===== src/rtl/switch_debounce_led.sv =====
// -----------------------------------------------------------------------------
// switch_debounce_led
//
// Debounces N_CH raw mechanical switches and drives N_CH registered LEDs.
// Each channel passes through a two-flop synchroniser, then a saturating
// debounce counter. The counter accepts a new level only after it has held
// for DEBOUNCE_CYC consecutive cycles. A 0->1 change of a debounced level
// raises a one-cycle rise pulse, and that pulse flips a per-channel toggle
// latch. The LED source is selected by mode:
//   00 direct    : leds = sw_stable
//   01 toggle    : leds = toggle latches
//   10 blink     : leds = sw_stable AND blink phase (optional feature)
//   11 lamp test : leds = all ones
//
// Optional feature macro: SWITCH_DEBOUNCE_LED_BLINK_EN
//   defined   -> blink prescaler, phase register and blink mode are built
//   undefined -> no blink logic exists; mode 10 behaves as mode 00
//
// Ports
//   clk        in   1     rising-edge system clock
//   rst_n      in   1     asynchronous active-low reset
//   switches   in   N_CH  raw asynchronous switch levels
//   mode       in   2     LED source select, synchronous to clk
//   leds       out  N_CH  registered LED drive
//   sw_stable  out  N_CH  debounced switch levels
//   sw_rise    out  N_CH  one-cycle pulse when sw_stable goes 0->1
// -----------------------------------------------------------------------------
module switch_debounce_led #(
  parameter int N_CH         = 4,
  parameter int DEBOUNCE_CYC = 16,
  parameter int BLINK_DIV    = 8
) (
  input  logic            clk,
  input  logic            rst_n,
  input  logic [N_CH-1:0] switches,
  input  logic [1:0]      mode,
  output logic [N_CH-1:0] leds,
  output logic [N_CH-1:0] sw_stable,
  output logic [N_CH-1:0] sw_rise
);

  typedef enum logic [1:0] {
    MODE_DIRECT = 2'b00,
    MODE_TOGGLE = 2'b01,
    MODE_BLINK  = 2'b10,
    MODE_LAMP   = 2'b11
  } mode_e;

  localparam int            CW       = $clog2(DEBOUNCE_CYC + 1);
  localparam logic [CW-1:0] CNT_LAST = CW'(DEBOUNCE_CYC - 1);

  // Elaboration-time parameter range checks.
  if (N_CH < 1 || N_CH > 32) begin : g_bad_n_ch
    $error("N_CH must be in 1..32");
  end
  if (DEBOUNCE_CYC < 1) begin : g_bad_debounce
    $error("DEBOUNCE_CYC must be at least 1");
  end
  if (BLINK_DIV < 1) begin : g_bad_blink
    $error("BLINK_DIV must be at least 1");
  end

  logic [N_CH-1:0] sync1_q, sync2_q;
  logic [N_CH-1:0] stable_q, stable_d;
  logic [N_CH-1:0] rise_q, rise_d;
  logic [N_CH-1:0] tgl_q, tgl_d;
  logic [N_CH-1:0] leds_q, leds_d;
  logic [CW-1:0]   cnt_q [N_CH];
  logic [CW-1:0]   cnt_d [N_CH];

  // Two-flop synchroniser: nothing downstream sees the raw switches.
  // NOTE: sequential state uses non-blocking (<=) so every flop samples the
  // pre-edge value of its source, exactly like the hardware.
  always_ff @(posedge clk or negedge rst_n) begin
    if (!rst_n) begin
      sync1_q <= '0;
      sync2_q <= '0;
    end else begin
      sync1_q <= switches;
      sync2_q <= sync1_q;
    end
  end

  // Debounce: count while the synchronised level disagrees with the stable
  // level, accept on the DEBOUNCE_CYC-th disagreeing edge, clear on any
  // agreement. The counter saturates at CNT_LAST by construction.
  // NOTE: every output of this block gets a default before the loop, so no
  // path leaves a signal unassigned and no latch is inferred.
  always_comb begin
    stable_d = stable_q;
    rise_d   = '0;
    for (int i = 0; i < N_CH; i++) begin
      cnt_d[i] = '0;
      if (sync2_q[i] != stable_q[i]) begin
        if (cnt_q[i] == CNT_LAST) begin
          stable_d[i] = sync2_q[i];
          rise_d[i]   = sync2_q[i];
        end else begin
          cnt_d[i] = cnt_q[i] + CW'(1);
        end
      end
    end
  end

  // The rise pulse is registered next to sw_stable, so it is visible in the
  // cycle right after the accepting edge; the toggle latch follows a cycle
  // later and flips in every mode.
  assign tgl_d = tgl_q ^ rise_q;

  // NOTE: the counter array is reset along with everything else, so a reset
  // during a debounce always abandons the partial count.
  always_ff @(posedge clk or negedge rst_n) begin
    if (!rst_n) begin
      stable_q <= '0;
      rise_q   <= '0;
      tgl_q    <= '0;
      for (int i = 0; i < N_CH; i++) cnt_q[i] <= '0;
    end else begin
      stable_q <= stable_d;
      rise_q   <= rise_d;
      tgl_q    <= tgl_d;
      for (int i = 0; i < N_CH; i++) cnt_q[i] <= cnt_d[i];
    end
  end

`ifdef SWITCH_DEBOUNCE_LED_BLINK_EN
  localparam int            PW         = (BLINK_DIV > 1) ? $clog2(BLINK_DIV) : 1;
  localparam logic [PW-1:0] PRESC_LAST = PW'(BLINK_DIV - 1);

  logic [PW-1:0] presc_q;
  logic          phase_q;

  // Free-running prescaler; the phase flips each time it wraps.
  always_ff @(posedge clk or negedge rst_n) begin
    if (!rst_n) begin
      presc_q <= '0;
      phase_q <= 1'b0;
    end else if (presc_q == PRESC_LAST) begin
      presc_q <= '0;
      phase_q <= ~phase_q;
    end else begin
      presc_q <= presc_q + PW'(1);
    end
  end
`endif

  // LED source select; only the leds register reacts to a mode change.
  always_comb begin
    leds_d = stable_q;
    case (mode_e'(mode))
      MODE_DIRECT: leds_d = stable_q;
      MODE_TOGGLE: leds_d = tgl_q;
`ifdef SWITCH_DEBOUNCE_LED_BLINK_EN
      MODE_BLINK:  leds_d = stable_q & {N_CH{phase_q}};
`else
      MODE_BLINK:  leds_d = stable_q;
`endif
      MODE_LAMP:   leds_d = '1;
      default:     leds_d = stable_q;
    endcase
  end

  always_ff @(posedge clk or negedge rst_n) begin
    if (!rst_n) leds_q <= '0;
    else        leds_q <= leds_d;
  end

  assign leds      = leds_q;
  assign sw_stable = stable_q;
  assign sw_rise   = rise_q;

endmodule


===== config.mk =====
export PLATFORM = sky130hd
export DESIGN_NAME = switch_debounce_led
export DESIGN_NICKNAME = d
export VERILOG_FILES = /design/src/rtl/switch_debounce_led.sv
export SDC_FILE = /design/constraint.sdc
export NUM_CORES = 1
export LEC_CHECK = 0
export CAP_MARGIN = 20
export CELL_PAD_IN_SITES_DETAIL_PLACEMENT = 0
export CELL_PAD_IN_SITES_GLOBAL_PLACEMENT = 2
export CORE_MARGIN = 2
export CORE_UTILIZATION = 40
export CTS_CLUSTER_DIAMETER = 200
export DETAILED_ROUTE_END_ITERATION = 10
export GPL_ROUTABILITY_DRIVEN = 0
export GPL_TIMING_DRIVEN = 0
export PLACE_DENSITY_LB_ADDON = 0.3
export SKIP_LAST_GASP = 1
export SLEW_MARGIN = 10
export SYNTH_ARGS = -nofsm -noshare
export SYNTH_HDL_FRONTEND = slang
export SYNTH_SLANG_ARGS = --single-unit

===== constraint.sdc =====
create_clock -name clk -period 3.45 [get_ports clk]
set_input_delay 0.345 -clock clk [delete_from_list [all_inputs] [get_ports clk]]
set_output_delay 0.345 -clock clk [all_outputs]
set_load 0.02 [all_outputs]

# == Word-level counts from Yosys, hierarchy flattened ==
# Cells that the tools add are included.
# totals
output_inout_bits,12
inputBits,8
register_bits,44
wordCells,52
# classes
bitwise,1
eq_ne,11
n_mux,17
n_reduce_logical,6
addsub,4
# op_table
operator,count
5-bit 2-to-1 mux,8
"5-bit by 1-bit adder with 5-bit output, second input constant",4
"5-bit by 4-bit == test with 1-bit output, second input constant",4
4-bit one-hot mux with 3 select lines,1
1-bit 2-to-1 mux,8
2-bit AND reduction,4
"2-bit == test, second input constant",2
1-bit inequality test,4
4-bit XOR,1
"2-bit by 1-bit == test with 1-bit output, second input constant",1
2-bit zero test,1
2-bit OR reduction,1

# == Longest topological paths before layout ==
# Gate-level depths: netlist of run 1.
# logic_depth
depth_word,3
mapped_depth,4
ltp_nobuf,4

# == Least setup slack after synthesis of run 1 ==
# Ideal clock, no wire load.
# synth_path
path_type,reg2reg
from,register cnt_q[15] in the netlist's numbering
to,register stable_q[0] (netlist: sw_stable[0])
setup_slack_ps,2278
arrival_ps,1045
t_required_ps,3323
stages_incl_launch_ff,5
period_less_slack_ps,1172
n_path_buf,0
setup_time_ps,127
cell_sequence,dfrtp_1 > ha_1 > nand3_2 > nor2_2 > mux2_1
# synth_between
elab_chain_len,2
# synth_rtl
item,line,source
"start, declared",68,logic [CW-1:0] cnt_q [N_CH];
5-bit by 4-bit == test with 1-bit output,95,if (cnt_q[i] == CNT_LAST) begin
2-bit AND reduction (no source line),-,
"end signal, assigned",119,stable_q <= stable_d;
"end, declared",64,"logic [N_CH-1:0] stable_q, stable_d;"
# Every way passes these cells.
# A chain may end at the register's enable or synchronous reset.

# == Worst setup path after layout of run 1 ==
# layout_path
from,register stable_q[1] (netlist: sw_stable[1])
to,output port sw_stable[1]
# layout_rtl
item,line,source
"end, declared",38,"output logic [N_CH-1:0] sw_stable,"
# No word-level cell between the ends.

==> results of run 1 <==
==> cells in the mapped netlist (all sizes together) <==
cell type | instances | area [um2]
a21oi | 4 | 20.02
and2 | 4 | 30.03
and3 | 4 | 25.02
buf | 1 | 5.000
dfrtp | 44 | 1101
ha | 4 | 50.05
inv | 4 | 15.01
mux2 | 4 | 45.04
nand3 | 8 | 60.06
nor2 | 24 | 110.1
nor4b | 4 | 35.03
o21ai | 4 | 35.03
xor2 | 16 | 170.2
==> power groups by stage <==
stage | clock (mW) | sequential (mW) | combinational [mW]
3_5_place_dp | 0 | 0.558 | 0.0657
2_1_floorplan | 0 | 0.559 | 0.0295
5_1_grt | 0.467 | 0.551 | 0.0728
3_3_place_gp | 0 | 0.557 | 0.0605
4_1_cts | 0.441 | 0.548 | 0.0659
6_report | 0.432 | 0.548 | 0.0637
==> final cells by class <==
type	instances	area share (%)
clock buffers	7	4.603
flip-flops and latches	44	52.60
well taps	50	2.989
plain buffers	1	0.2391
multi-input cells	76	27.73
repair buffers	19	9.683
clock inverters	1	1.435
inverters	4	0.7173
==> flip-flops by register name, indices dropped and copies added, names as in the netlist <==
| name | count |
|---|---|
| sync1_q | 4 |
| leds | 4 |
| sw_rise | 4 |
| sw_stable | 4 |
| tgl_q | 4 |
| sync2_q | 4 |
| cnt_q | 20 |
==> routing by layer <==
metal,track usage [%],up-vias,wire length [um]
met5,0,-,0
met4,6.536,0,59
met3,5.523,6,145
met2,16.77,21,1175
met1,17.82,471,1258
li1,-,459,-
==> logic make-up (layout without fill, tap and decap cells) <==
| family | count (synthesis) | count (layout) | synth area share, % |
|---|---|---|---|
| multiplexers | 4 | 4 | 2.647 |
| flip-flops | 44 | 44 | 64.71 |
| AND/OR/NAND/NOR | 44 | 44 | 15.29 |
| AO/OA/AOI/OAI | 8 | 8 | 3.235 |
| adder cells (fa/ha/maj) | 4 | 4 | 2.941 |
| XOR/XNOR | 16 | 16 | 10.00 |
| buffers and inverters | 5 | 32 | 1.176 |
==> final timing paths <==
kind,startpoint,to,slack [ps],cells past startpoint
min reg2reg,sync1_q[1],sync2_q[1],360,0
max,sw_stable[1],sw_stable[1],1690,1
max in group asynchronous,rst_n,cnt_q[0],2930,2
min,rst_n,cnt_q[16],30,1
min in group clk,mode[0],leds[3],340,2
max reg2reg,cnt_q[15],sw_stable[0],2180,4
==> flow_summary.json, run 1 <==
{
  "cp_max_fo": 5,
  "critPathLaunchType": "flip-flop",
  "die_w_um": 69.23,
  "place_area_um2": 1967,
  "status": "finished clean",
  "p_leak_nw": 1.036,
  "powerDensity_nw_per_um2": 498.4,
  "crit_family": "buffers and inverters",
  "fin_ws_ps": 1694,
  "vias": 957,
  "p_sw_uw": 223.2,
  "cp_slowest_stage_delay_ps": 650,
  "ant_nets": 0,
  "drc": 0,
  "pwr-share-clk_pct": 41.4,
  "ir_drop_mv": 0.2590,
  "areaGrowthSynthToFinish_pct": 23.01,
  "fillers": 349,
  "drtIter0Drc": 29,
  "clk_pin_slew_worst_paths_ps": 80,
  "setup_tns_ps": 0,
  "power_frac_seq_pct": 52.5,
  "coreArea_um2": 4058,
  "drive_above_1_share_pct": 23.03,
  "multi_input_area_um2": 580.6,
  "final_cells": 202,
  "wire_per_inst_um": 13.06,
  "finalCriticalPeriod_ps": 1756,
  "min_path_type": "input port to async pin",
  "overflow": 0,
  "syn_nets": 137,
  "grt.total_usage_pct": 12.77,
  "finalSetupViolCount": 0,
  "synthCells": 125,
  "worstPathArrival_ps": 1410,
  "clock_latency_ps": 300,
  "ctsHoldBuffers": 0,
  "grt_max_degree": 24,
  "initial_core_util_pct": 41.94,
  "final-seq-area_um2": 1101,
  "relSlewSlack_pct": 62.68,
  "hpwl_mm": 1.816,
  "max_slew.worst_pin.slew_ps": 559.8,
  "whs_ps": 32.87,
  "required_ps": 3110,
  "rows": 23,
  "die_h_um": 69.23,
  "final_common_cell": "dfrtp_1",
  "cts_setup_buffers": 0,
  "crit_path_end_kind": "output port",
  "clock_sinks": 44,
  "final_cell_mix": "dfrtp_1, clkdlybuf4s50_1, nor2_1",
  "clockBufferDepth": 2,
  "antennaDiodeCount": 0,
  "crit_type": "flip-flop to output port",
  "switching_share_pct": 21.40,
  "rsz0062_at_grt": "false",
  "worst-path-buf-inv": 1,
  "numPortBuffers": 18,
  "power_mw": 1.043,
  "die_area_um2": 4792,
  "dr.pass1.iters": 4,
  "grt_pass1_wl_mm": 4.643,
  "design_area_um2": 2093,
  "synth_warnings": 0,
  "final_hold_viol_count": 0,
  "antenna_found_initial": 0,
  "numCtsBuffers": 5,
  "synth_area_per_cell_um2": 13.61,
  "finClkSkew_ps": 4.144,
  "final_util_pct": 51.59,
  "finalWirelength_mm": 2.639,
  "combPwrFrac_pct": 6.1,
  "report.final.slew_viol_count": 0,
  "viasPerCell": 4.738,
  "p_int_uw": 820.0,
  "yosysSeqAreaShare_pct": 64.71,
  "pre_cts_ws_ps": 2019,
  "h-tree-depth": 2,
  "syn-cell-area_um2": 1702,
  "grt_pass1_vias": 906,
  "layout.nets": 163,
  "min_period_over_period_pct": 50.90,
  "pin_count": 20,
  "yosysUniqueCellTypes": 16,
  "cts_tree": "yes",
  "ys_seq_elements": 44,
  "cap_violations": 0,
  "crit_slowest_cell": "clkdlybuf4s50_1",
  "ctsResizeCount": 0,
  "placed_cells": 194,
  "root_buffer": "clkbuf_8",
  "critical_path.cell_chain": "clkdlybuf4s50_1",
  "max_clock_freq_mhz": 569.4
}
Power figures use the tool's default switching activity.
==> run 2, diff against run 1 <==
Settings changed: CORE_UTILIZATION 40 to 38.
Clock period 3.45 ns to 1.8 ns, I/O delays scaled along.
==> run 2 against run 1 <==
Compared with the run above: sequential share of layout area grew 0.80 points; cell count grew 1.5%; highest routed layer unchanged; setup slack lost 1500 ps; non-clock buffer count grew 1; total power grew 71%; largest cell class unchanged; via count shrank 1.9%; die area grew 4.9%.
==> flow_summary.json, run 2 (same netlist as run 1, synthesis figures left out) <==
{
  "clockBufferDepth": 2,
  "worstPathArrival_ps": 1390,
  "design_area_um2": 2062,
  "ant_nets": 0,
  "status": "finished clean",
  "final_cell_mix": "dfrtp_1, clkdlybuf4s50_1, nor2_1",
  "finalWirelength_mm": 2.479,
  "cts_setup_buffers": 0,
  "max_clock_freq_mhz": 636.7,
  "overflow": 0,
  "drc": 0,
  "areaGrowthSynthToFinish_pct": 21.18,
  "min_path_cells": 2,
  "ctsHoldBuffers": 1,
  "r2r_end": "sw_stable[2]",
  "cap_violations": 0,
  "cts_tree": "yes",
  "multi_input_area_um2": 580.6,
  "max_slew.worst_pin.slew_ps": 415.1,
  "wire_per_inst_um": 12.09,
  "vias": 939,
  "power_frac_seq_pct": 59.0,
  "holdPathEnd": "leds[3]",
  "clk_pin_slew_worst_paths_ps": 70,
  "rows": 24,
  "layout.nets": 164,
  "cp_slowest_stage_delay_ps": 650,
  "initial_core_util_pct": 39.35,
  "critical_path.cell_chain": "clkdlybuf4s50_1",
  "crit_slowest_cell": "clkdlybuf4s50_1",
  "switching_share_pct": 21.68,
  "coreArea_um2": 4324,
  "combPwrFrac_pct": 6.7,
  "final_common_cell": "dfrtp_1",
  "min_period_over_period_pct": 87.26,
  "cp_max_fo": 5,
  "final_hold_viol_count": 0,
  "fillers": 407,
  "antenna_found_initial": 0,
  "powerDensity_nw_per_um2": 863.6,
  "root_buffer": "clkbuf_8",
  "viasPerCell": 4.580,
  "numPortBuffers": 18,
  "numCtsBuffers": 5,
  "grt_pass1_vias": 1028,
  "power_mw": 1.781,
  "finalCriticalPeriod_ps": 1571,
  "pin_count": 20,
  "crit_type": "flip-flop to output port",
  "h-tree-depth": 2,
  "crit_path_end_kind": "output port",
  "critPathLaunchType": "flip-flop",
  "crit_family": "buffers and inverters",
  "relSlewSlack_pct": 72.32,
  "reg2reg_depth": 4,
  "report.final.slew_viol_count": 0,
  "reg2reg_from": "cnt_q[5]",
  "place_area_um2": 1962,
  "drive_above_1_share_pct": 21.57,
  "rrSetupSlack_ps": 520,
  "min_from": "mode[0]",
  "worst-path-buf-inv": 1,
  "clock_latency_ps": 290,
  "rsz0062_at_grt": "false",
  "required_ps": 1620,
  "finClkSkew_ps": 4.750,
  "finalSetupViolCount": 0,
  "antennaDiodeCount": 0,
  "grt.total_usage_pct": 11.93,
  "final-seq-area_um2": 1101,
  "ctsResizeCount": 0,
  "p_leak_nw": 1.018,
  "clock_sinks": 44,
  "grt_pass1_wl_mm": 4.629,
  "p_int_mw": 1.395,
  "min_path_type": "input port to flip-flop",
  "die_h_um": 70.92,
  "hpwl_mm": 1.825,
  "grt_max_degree": 28,
  "top_register": "cnt_q",
  "largest_register_ffs": 20,
  "die_w_um": 70.92,
  "final_util_pct": 47.69,
  "pwr-share-clk_pct": 34.3,
  "drtIter0Drc": 35,
  "dr.pass1.iters": 2,
  "ir_drop_mv": 0.3597,
  "die_area_um2": 5029,
  "p_sw_uw": 386.0
}
==> run 2: cell types whose count changed in the layout (fill, tap and decap cells not counted), sizes merged <==
| cell | previous run | this run |
|---|---|---|
| bufinv | 1 | 0 |
| dlygate4sd3 | 0 | 1 |
| clkbuf | 7 | 8 |
==> run 2: worst max path at each step <==
stage	slack (ps)	start	depth (start not counted)	to
2_1_floorplan	630	cnt_q[15]	4	sw_stable[0]
3_3_place_gp	-540	rst_n	1	cnt_q[9]
3_5_place_dp	520	cnt_q[15]	4	sw_stable[0]
4_1_cts	210	sw_stable[1]	1	sw_stable[1]
5_1_grt	150	sw_stable[3]	1	sw_stable[3]
6_report	230	sw_stable[3]	1	sw_stable[3]
==> run 2: metrics by stage <==
step                      cells  worst slack [ps]  TNS [ps]  hold WS [ps]
after floorplan             125             627.5         0        -115.6
after global placement      195            -535.5    -23450         331.6
after detailed placement    196             517.2         0         138.4
after CTS                   205             205.2         0         150.8
after global routing        205             147.3         0         170.8
final                       205             229.3         0         164.4
==> run 2: final cells by class <==
class / instances / share of cell area, %
tap: 52 / 3.155
inverter: 4 / 0.7282
timing repair buffer: 20 / 9.951
clock buffer: 8 / 4.369
multi-input combinational: 76 / 28.16
sequential: 44 / 53.40
buffer: 1 / 0.2427
==> run 2: metal layers <==
layer / track usage, % / vias up / wire [um]
met1: 14.03 / 456 / 1150
met2: 18.90 / 15 / 1155
met3: 5.128 / 7 / 115
met4: 5.660 / 0 / 57
li1: - / 461 / -
met5: 0 / - / 0
==> run 2: power groups by stage <==
stage / Sequential, mW / Combinational [mW] / Clock (mW)
finish: 1.05 / 0.120 / 0.611
global route: 1.06 / 0.141 / 0.689
CTS: 1.05 / 0.124 / 0.649
detailed placement: 1.07 / 0.122 / 0
global placement: 1.07 / 0.116 / 0
floorplan: 1.07 / 0.0566 / 0
